### src/rtl/gpu_div_pkg.sv
// Shared types and widths for the GPU setup divider arbiter.
package gpu_div_pkg;
    localparam int DIV_NUM_W = 32;
    localparam int DIV_DEN_W = 22;
    localparam int REQ_ID_W  = 3;   // enough for up to 8 requesters
    localparam int MAX_TAG_W = 16;  // widest tag the side pipeline carries

    typedef struct packed {
        logic                 valid;
        logic [REQ_ID_W-1:0]  req_id;
        logic [MAX_TAG_W-1:0] tag;
        logic                 divzero;
        logic                 nsign;
    } div_side_t;
endpackage

### src/rtl/rr_arbiter.sv
// Round-robin arbiter: one-hot grant scanning upward from rr_ptr, pointer
// moves past the winner whenever a grant is issued.
module rr_arbiter #(
    parameter int NUM_REQ = 4
) (
    input  logic               clock,
    input  logic               reset,
    input  logic               enable,
    input  logic [NUM_REQ-1:0] req,
    output logic [NUM_REQ-1:0] grant
);
    localparam int PTR_W = $clog2(NUM_REQ);

    logic [PTR_W-1:0] rr_ptr;
    logic [PTR_W-1:0] next_ptr;
    logic [PTR_W-1:0] idx;
    logic             found;
    int               sum;

    // NOTE: every variable gets a default before the loop so no path infers a latch.
    always_comb begin
        grant    = '0;
        next_ptr = rr_ptr;
        found    = 1'b0;
        idx      = '0;
        sum      = 0;
        if (enable) begin
            for (int k = 0; k < NUM_REQ; k++) begin
                sum = int'(rr_ptr) + k;
                if (sum >= NUM_REQ) sum = sum - NUM_REQ;
                idx = PTR_W'(sum);
                if (!found && req[idx]) begin
                    found      = 1'b1;
                    grant[idx] = 1'b1;
                    next_ptr   = (sum == NUM_REQ - 1) ? '0 : PTR_W'(sum + 1);
                end
            end
        end
    end

    // NOTE: sequential state uses non-blocking assignments only.
    always_ff @(posedge clock or posedge reset) begin
        if (reset)
            rr_ptr <= '0;
        else if (|grant)
            rr_ptr <= next_ptr;
    end
endmodule

### src/rtl/gpu_div_arbiter.sv
// Shares one fixed-latency signed divider between setup requesters, carrying
// id/tag/divide-by-zero status alongside and routing each quotient back.
module gpu_div_arbiter
    import gpu_div_pkg::*;
#(
    parameter int NUM_REQ = 4,
    parameter int OUTSIZE = 20,
    parameter int LATENCY = 6,
    parameter int TAGW    = 4   // at most MAX_TAG_W
) (
    input  logic                         clock,
    input  logic                         reset,
    input  logic                         flush,
    input  logic [NUM_REQ-1:0]           req_valid,
    output logic [NUM_REQ-1:0]           req_ready,
    input  logic [NUM_REQ*DIV_NUM_W-1:0] req_numerator,
    input  logic [NUM_REQ*DIV_DEN_W-1:0] req_denominator,
    input  logic [NUM_REQ*TAGW-1:0]      req_tag,
    output logic [DIV_NUM_W-1:0]         div_numerator,
    output logic [DIV_DEN_W-1:0]         div_denominator,
    input  logic [OUTSIZE-1:0]           div_quotient,
    output logic [NUM_REQ-1:0]           rsp_valid,
    output logic [OUTSIZE-1:0]           rsp_quotient,
    output logic [TAGW-1:0]              rsp_tag,
    output logic                         rsp_divzero,
    output logic                         busy
);
    logic [NUM_REQ-1:0]   grant;
    logic                 accept;
    logic [DIV_NUM_W-1:0] sel_num;
    logic [DIV_DEN_W-1:0] sel_den;
    logic [TAGW-1:0]      sel_tag;
    logic [REQ_ID_W-1:0]  sel_id;
    logic                 sel_zero;
    div_side_t            stage_in;
    div_side_t            side [LATENCY+1];
    div_side_t            last;
    logic [OUTSIZE-1:0]   sat;

    rr_arbiter #(.NUM_REQ(NUM_REQ)) u_arb (
        .clock  (clock),
        .reset  (reset),
        .enable (~(flush | reset)),
        .req    (req_valid),
        .grant  (grant)
    );

    assign req_ready = grant;
    assign accept    = |grant;

    always_comb begin
        sel_num = '0;
        sel_den = '0;
        sel_tag = '0;
        sel_id  = '0;
        for (int i = 0; i < NUM_REQ; i++) begin
            if (grant[i]) begin
                sel_num = req_numerator[DIV_NUM_W*i +: DIV_NUM_W];
                sel_den = req_denominator[DIV_DEN_W*i +: DIV_DEN_W];
                sel_tag = req_tag[TAGW*i +: TAGW];
                sel_id  = REQ_ID_W'(i);
            end
        end
        sel_zero = (sel_den == '0);
        stage_in = '{valid: accept, req_id: sel_id, tag: MAX_TAG_W'(sel_tag),
                     divzero: sel_zero, nsign: sel_num[DIV_NUM_W-1]};
    end

    // A zero denominator issues 0/1 so the divider never sees it; the output saturates instead.
    always_ff @(posedge clock or posedge reset) begin
        if (reset) begin
            div_numerator   <= '0;
            div_denominator <= '0;
        end else if (accept) begin
            div_numerator   <= sel_zero ? '0 : sel_num;
            div_denominator <= sel_zero ? DIV_DEN_W'(1) : sel_den;
        end
    end

    // One stage more than LATENCY: the last stage lines up with div_quotient after its capture edge.
    // NOTE: the side pipeline is plain flops, not a RAM, so every entry is reset.
    always_ff @(posedge clock or posedge reset) begin
        if (reset) begin
            for (int k = 0; k <= LATENCY; k++) side[k] <= '0;
        end else begin
            side[0] <= stage_in;
            for (int k = 1; k <= LATENCY; k++) side[k] <= side[k-1];
            if (flush)
                for (int k = 0; k <= LATENCY; k++) side[k].valid <= 1'b0;
        end
    end

    assign last = side[LATENCY];
    assign sat  = last.nsign ? {1'b1, {(OUTSIZE-1){1'b0}}} : {1'b0, {(OUTSIZE-1){1'b1}}};

    always_ff @(posedge clock or posedge reset) begin
        if (reset) begin
            rsp_valid    <= '0;
            rsp_quotient <= '0;
            rsp_tag      <= '0;
            rsp_divzero  <= 1'b0;
        end else begin
            rsp_valid <= last.valid ? (NUM_REQ'(1) << last.req_id) : '0;
            if (last.valid) begin
                rsp_quotient <= last.divzero ? sat : div_quotient;
                rsp_tag      <= last.tag[TAGW-1:0];
                rsp_divzero  <= last.divzero;
            end
        end
    end

    always_comb begin
        busy = |rsp_valid;
        for (int k = 0; k <= LATENCY; k++) busy = busy | side[k].valid;
    end
endmodule
### config.mk
export PLATFORM = sky130hd
export DESIGN_NAME = gpu_div_arbiter
export DESIGN_NICKNAME = d
export VERILOG_FILES = /design/src/rtl/gpu_div_pkg.sv /design/src/rtl/rr_arbiter.sv /design/src/rtl/gpu_div_arbiter.sv
export SDC_FILE = /design/constraint.sdc
export NUM_CORES = 1
export LEC_CHECK = 0
export ABC_AREA = 0
export CORE_MARGIN = 2
export CORE_UTILIZATION = 42
export CTS_CLUSTER_SIZE = 8
export DETAILED_ROUTE_END_ITERATION = 16
export GPL_TIMING_DRIVEN = 0
export PLACE_DENSITY_LB_ADDON = 0.2
export SYNTH_ARGS = -nofsm -noshare
export SYNTH_HDL_FRONTEND = slang
export SYNTH_SLANG_ARGS = --single-unit
### constraint.sdc
create_clock -name clock -period 6.4 [get_ports clock]
set_input_delay 0.96 -clock clock [delete_from_list [all_inputs] [get_ports clock]]
set_output_delay 0.96 -clock clock [all_outputs]
set_load 0.03 [all_outputs]
# Yosys cells after proc, flatten, opt, wreduce, memory -nomap -nowiden
# Cells that the tools add are included.
# classes
addsub	11
multipliers	0
div_mod_pow	0
n_lt_le_gt_ge	12
eq_ne	4
n_shift	1
n_mux	73
bitwise_logic	12
n_reduce_logical	15
# ops
op	count
$mux W32	13
$eq A32 B3 Y1 const B	4
$mux W22	5
$ge A32 B4 Y1 const B	3
$sub A32 B4 Y32 const B	3
$mux W4	13
$mux W20	2
$logic_not A22 Y1	1
$mux W1	22
$mux W2	8
$lt A2 B3 Y1 const B	4
$or A4 B4 Y4	3
$add A2 B2 Y2 const B	4
$bmux W1 S2	4
$demux W1 S2	4
$ge A2 B1 Y1 const B	4
$or A1 B1 Y1	8
$reduce_or A4 Y1	2
$logic_and A1 B1 Y1	7
$add A2 B2 Y3 const B	2
$mux W3	2
$reduce_bool A4 Y1	1
$shl A1 B3 Y4 const A	1
$sub A2 B3 Y4 const B	1
5 further kinds	7
# totals
ff_bits	155
latchBits	0
ramBits	0
romBits	0
in_bits	259
output_inout_bits	88
wordCells	170
memories	0

# Logic depth before layout (Yosys ltp)
# Gate-level depths: netlist of run 1.
# depth
ltp_word	25
ltp_mapped	16
depth_no_buf	12

# Hierarchy
# A second synthesis of run 1 with hierarchy kept.
# hier_totals
hier_cells	641
area_unflattened_um2	7091.8
# modules_own_cells
module	n_inst	cells_per_inst	area_each_um2	seq_area_each_um2
gpu_div_arbiter	1	552	6342.3	3653.5
rr_arbiter	1	89	749.5	50.0

# Worst setup path after synthesis of run 1
# No wires, ideal clock.
# synth_timing
kind	register -> output
startpoint	register u_arb.rr_ptr[0]
endpoint	output port req_ready[3]
arrival_ns	3.368
t_required_ns	5.440
path_slack_ns	2.072
stages_incl_launch_ff	14
path_buffers	6
path_cell_list	dfrtp_1 -> buf_6 -> inv_1 -> ha_1 -> mux4_2 -> buf_6 -> inv_1 -> and4_1 -> o31ai_4 -> inv_2 -> buf_2 -> buf_2 -> buf_1 -> clkbuf_1
# synth_via
elab_chain_cells	19
word_cells_on_any_way	70
classes_between	add/sub (7); order compare (12); mux (38); bitwise (3); reduce/logical (10)
# synth_lines
element	line_no	text
from (decl)	rr_arbiter.sv:14	logic [PTR_W-1:0] rr_ptr;
from (signal assigned)	rr_arbiter.sv:46	rr_ptr <= next_ptr;
branches (longest 17 deep; another with $sub A32 B4 Y32)	-	
$mux W4 (*)	rr_arbiter.sv:32	if (!found && req[idx]) begin
$mux W4 (*)	rr_arbiter.sv:27	if (enable) begin
to (decl)	gpu_div_arbiter.sv:15	output logic [NUM_REQ-1:0] req_ready,
# Every way passes the cells marked *. The select of a mux whose other input is x is not followed.

# Final worst setup path of run 1
# Ends and elaborated chain as after synthesis.

==> flow_summary.ini, run 1 <==
[status]
status = finished clean

[routing]
drt_wl_total_mm = 28.0
top_layer = met4
drc = 0
wirelength_met1_mm = 11.1
wl_met2_mm = 13.8
dr_wl_met3_mm = 2.33
dr.first_iter.drc_count = 535
wl_per_cell_um = 21.2
viasPerCell = 5.84
ant_nets = 0
drtPass1Iterations = 5
routed-via-count = 7735

[floorplan]
rows = 48
ioPinCount = 347
die_w_um = 137
fp.coreArea_um2 = 17400
die_h_um = 137
die_area_um2 = 18900
start_util_pct = 43.1

[yosys]
synth-main-ff-cell = dfrtp_1
syn_area_per_cell_um2 = 10.4
async_reset_ff_share_pct = 100
synth-seq-cells = 148
synth_edf_count = 0
synth_cell_type_count = 75
syn-num-nets = 986
ys_seq_area_share_pct = 49.5
syn_area_um2 = 7480
synth_cells = 720
ys_warn_count = 0

[sta]
period_needed_ns = 6.15
fmax_mhz = 163
fin_worst_skew_ns = 0.0110
maxSlewHeadroom_pct = 34.5
holdWs_ns = 0.344
finalSetupViolCount = 0
worst_pin_slew_ns = 0.967
grt_setup_unrepaired = no
hold_viol_final = 0
post-route-period-util_pct = 96.0
final_max_slew_viol_count = 0

[cts]
cts_max_level = 4
clk_pin_slew_ns = 0.06
clk-insertion-delay-late_ns = 0.42
cts_setup_buffers = 0
cts_buffers = 17
ctsHoldBuffers = 0
root_buffer = clkbuf_16
cts_buffer_depth = 2
cts.sink_count = 148
tritoncts = done

[worst_setup_path]
cp-start-kind = flop
end_kind = primary output
cp_cell_sequence = buf_6 -> inv_1 -> ha_1 -> mux4_2 -> buf_6 -> inv_1 -> and4_1 -> o31ai_4 -> inv_2 -> buf_2 -> buf_2 -> buf_1 -> clkbuf_2 -> clkdlybuf4s50_1
arrival_ns = 5.19
cp_slowest_stage_delay_ns = 0.73
crit_slowest_cell = clkdlybuf4s50_1
worst_ep_required_time_ns = 5.44
worstSetupPathType = flop to primary output
crit_path_max_fanout = 10

[grt]
grt_usage_pct = 29.3
antenna_found_initial = 2
grt-ovfl-total = 0
grt_pass1_vias = 7589
grt_pass1_wl_mm = 41.6
grt_max_degree = 86

[pwr]
peakVddDrop_v = 0.000343
p_leak_uw = 0.00484
power_density_nw_per_um2 = 504

[placement]
dp_hpwl_mm = 21.0
gp_congestion = 0.925
io_buffers = 344
dpl.cell_count = 1290
placed_area_um2 = 11200

[layout]
area_growth_pct = 59.3
layout.nets = 1350
postLayoutCellArea_um2 = 11900
stdcell_count = 1325
drive_gt1_share_pct = 8.48

[job]
drv_cap = 0

[worst_hold_path]
hp-class = flop to flop
## power by group
group | internal [µW] | switching (µW)
logic | 1370 | 1980
registers | 1320 | 199
clock network | 743 | 390
## repair_timing
action,4_1_cts,5_1_grt
endpoints found under the setup margin,0,1
endpoints found under the hold margin,0,0
resized for setup,0,2
## critical path, delay by kind of cell, from the launching register on
kind,cells,cell delay (ns)
flops,1,0.57
mux,1,0.54
fa+ha+maj,1,0.45
buf+inv,10,2.83
compound gates,1,0.13
simple gates,1,0.25
## placed cells by master (no fill, tap or decap), drive strengths merged, types with 33 or more instances in the layout
cell type	count
clkdlybuf4s50	344
dfrtp	148
nor2	87
clkbuf	50
a21oi	49
a221o	45
nand2	40
a221oi	35
buf	33
## flip-flops by register name (all words and copies together) (netlist names)
register	flops
div_denominator	22
div_numerator	32
last	9
rsp_divzero	1
rsp_quotient	20
rsp_tag	4
rsp_valid	4
side	54
u_arb.rr_ptr	2
## per-layer routing
layer  global-route usage (%)  up-vias
li1                         -     3543
met1                     37.6     3775
met2                     48.0      368
met3                     7.14       49
met4                     10.9        0
met5                        0        -
## final cells by class
cell class              count  area (µm²)
clock inverters            12         225
flip-flops and latches    148        3700
multi-input cells         492        3390
well taps                 225         282
plain buffers              62         319
fillers                  1367        5440
repair buffers            345        3470
diodes                      3        7.51
clock buffers              20         447
inverters                  18        72.6
## logic make-up after synthesis
logic type	after synthesis	share of synthesized area (%)
flops	148	49.5
xor+xnor	1	0.117
compound gates	290	30.6
buf+inv	80	5.15
simple gates	183	11.5
mux	11	1.94
fa+ha+maj	7	1.17
## through the flow
| stage | util [%] | TNS [ns] | setup WS, ns | power [µW] |
|---|---|---|---|---|
| floorplan | - | 0 | 1.46 | 3620 |
| global placement | 64.6 | -88.14 | -0.604 | 4790 |
| detailed placement | 64.7 | 0 | 0.229 | 4840 |
| CTS | 68.6 | 0 | 0.153 | 5990 |
| global route | 68.6 | 0 | 0.0407 | 6330 |
| finish | 68.7 | 0 | 0.255 | 6010 |
## final timing paths
path,startpoint,endpoint,slack [ns],cells past startpoint
worst max-delay path,u_arb.rr_ptr[0],req_ready[3],0.25,14
worst min-delay path,side[128],side[106],0.34,0
worst max register to register,u_arb.rr_ptr[0],div_numerator[10],1.54,15
worst min register to register,side[128],side[106],0.34,0
max in group asynchronous,reset,rsp_quotient[4],4.57,3
min in group asynchronous,reset,div_denominator[12],1.03,2
## synthesized netlist by cell type, types with 16 or more instances
library cell / number / area (µm²)
nor2_1: 86 / 323
o21ai_0: 16 / 80.1
nand2_1: 40 / 150
a221o_1: 45 / 450
clkbuf_1: 30 / 113
a22oi_1: 16 / 120
dfrtp_1: 148 / 3700
buf_2: 17 / 85.1
o22ai_1: 32 / 200
a221oi_1: 35 / 307
o31a_1: 32 / 280
a21oi_1: 49 / 245
Note: power is estimated with default switching activity, not from simulation.
==> run 2, diff against run 1 <==
PLACE_DENSITY = 0.78   (was unset)
PLACE_DENSITY_LB_ADDON = unset   (was 0.2)
==> flow_summary.ini, run 2 (synthesized netlist as in run 1, its figures left out) <==
[floorplan]
start_util_pct = 43.1
rows = 48
die_area_um2 = 18900
die_w_um = 137
ioPinCount = 347
fp.coreArea_um2 = 17400
die_h_um = 137

[cts]
root_buffer = clkbuf_16
tritoncts = done
cts_buffers = 17
cts_buffer_depth = 2
ctsHoldBuffers = 0
clk-insertion-delay-late_ns = 0.42
clk_pin_slew_ns = 0.06
cts.sink_count = 148
cts_max_level = 4

[sta]
worst_pin_slew_ns = 0.997
grt_setup_unrepaired = no
post-route-period-util_pct = 96.6
period_needed_ns = 6.18
hold_viol_final = 0
finalSetupViolCount = 0
maxSlewHeadroom_pct = 33.0
final_max_slew_viol_count = 0
fin_worst_skew_ns = 0.0132
fmax_mhz = 162

[worst_hold_path]
hp-class = flop to flop

[worst_setup_path]
cp-start-kind = flop
end_kind = primary output
worst_ep_required_time_ns = 5.44
cp_slowest_stage_delay_ns = 0.74
cp_cell_sequence = buf_6 -> inv_1 -> ha_1 -> mux4_2 -> buf_6 -> inv_1 -> and4_1 -> o31ai_4 -> inv_2 -> buf_2 -> buf_2 -> buf_1 -> clkbuf_2 -> clkdlybuf4s50_1
arrival_ns = 5.22
worstSetupPathType = flop to primary output
crit_slowest_cell = clkdlybuf4s50_1
crit_path_max_fanout = 10
crit_buf_inv = 10
cp_top_family = buffers and inverters

[routing]
drc = 0
routed-via-count = 7874
drtPass1Iterations = 6
dr.first_iter.drc_count = 572
ant_nets = 0
wl_per_cell_um = 22.1
viasPerCell = 5.95
drt_wl_total_mm = 29.3

[pwr]
total_power_uw = 5950
p_leak_uw = 0.00482
power_density_nw_per_um2 = 502
peakVddDrop_v = 0.000357

[layout]
seq_area_um2 = 3700
reg_top3 = side: 54 flops, div_numerator: 32 flops, div_denominator: 22 flops
final_common_cell = clkdlybuf4s50_1
largest_reg_flops = 54
area_growth_pct = 58.6
drive_gt1_share_pct = 8.66
top_register = side
filler_cell_count = 1405
multi_input_area_um2 = 3390
layout.nets = 1350
stdcell_count = 1324
most-common-layout-cells = 344 x clkdlybuf4s50_1, 148 x dfrtp_1, 86 x nor2_1, 49 x a21oi_1, 45 x a221o_1
postLayoutCellArea_um2 = 11900

[placement]
gp_congestion = 0.975
dpl.cell_count = 1290
placed_area_um2 = 11200
dp_hpwl_mm = 22.2
io_buffers = 344

[grt]
grt_usage_pct = 31.0
grt_pass1_wl_mm = 43.5
grt_max_degree = 96
grt-ovfl-total = 0
grt_pass1_vias = 7877
antenna_found_initial = 2

[job]
drv_cap = 0

[status]
status = finished clean
## run 2: cell count changes in the layout (fill, tap and decap cells not counted), sizes merged
cell	change
bufinv	-3
clkbuf	-3
clkinv	+1
diode	-1
inv	+5
## run 2: stage by stage
stage	TNS, ns	utilization (%)	worst slack, ns	hold slack [ns]
3_5_place_dp	0	64.7	0.181	0.335
2_1_floorplan	0	-	1.46	0.331
5_1_grt	0	68.3	0.0520	0.352
4_1_cts	0	68.3	0.114	0.348
3_3_place_gp	-76.40	64.6	-0.523	0.332
6_report	0	68.3	0.215	0.343
## run 2: layer usage
metal	GRT usage, %	vias up	share of wire [%]
met5	0	-	0
met4	13.2	0	3.9
met3	8.35	70	9.4
met2	51.0	439	48
met1	38.6	3815	38
li1	-	3550	-
## run 2: path summary, 6_finish.rpt
| path | from | end | slack [ns] | cells after the start |
|---|---|---|---|---|
| min in group asynchronous | reset | div_denominator[16] | 0.99 | 2 |
| max | u_arb.rr_ptr[0] | req_ready[3] | 0.22 | 14 |
| max reg2reg | u_arb.rr_ptr[0] | div_numerator[8] | 1.47 | 16 |
| min reg2reg | side[90] | side[68] | 0.34 | 0 |
| max in group asynchronous | reset | rsp_quotient[0] | 4.57 | 3 |
| min | side[90] | side[68] | 0.34 | 0 |
## run 2: timing repair
action | 4_1_cts | 5_1_grt
resized for setup | 0 | 2
setup endpoints to repair | 0 | 1
setup buffers | 0 | 0
## run 2: cell type report
cell class	instances	area share, %
multi-input cells	492	28.6
plain buffers	62	2.69
flip-flops and latches	148	31.2
well taps	225	2.37
clock buffers	17	3.59
repair buffers	345	29.3
diodes	2	0.0422
inverters	18	0.612
clock inverters	15	1.63
## run 2: report_power, final
group | internal (µW) | switching [µW]
clock | 624 | 427
sequential | 1320 | 207
combinational | 1370 | 2000
total | 3320 | 2630
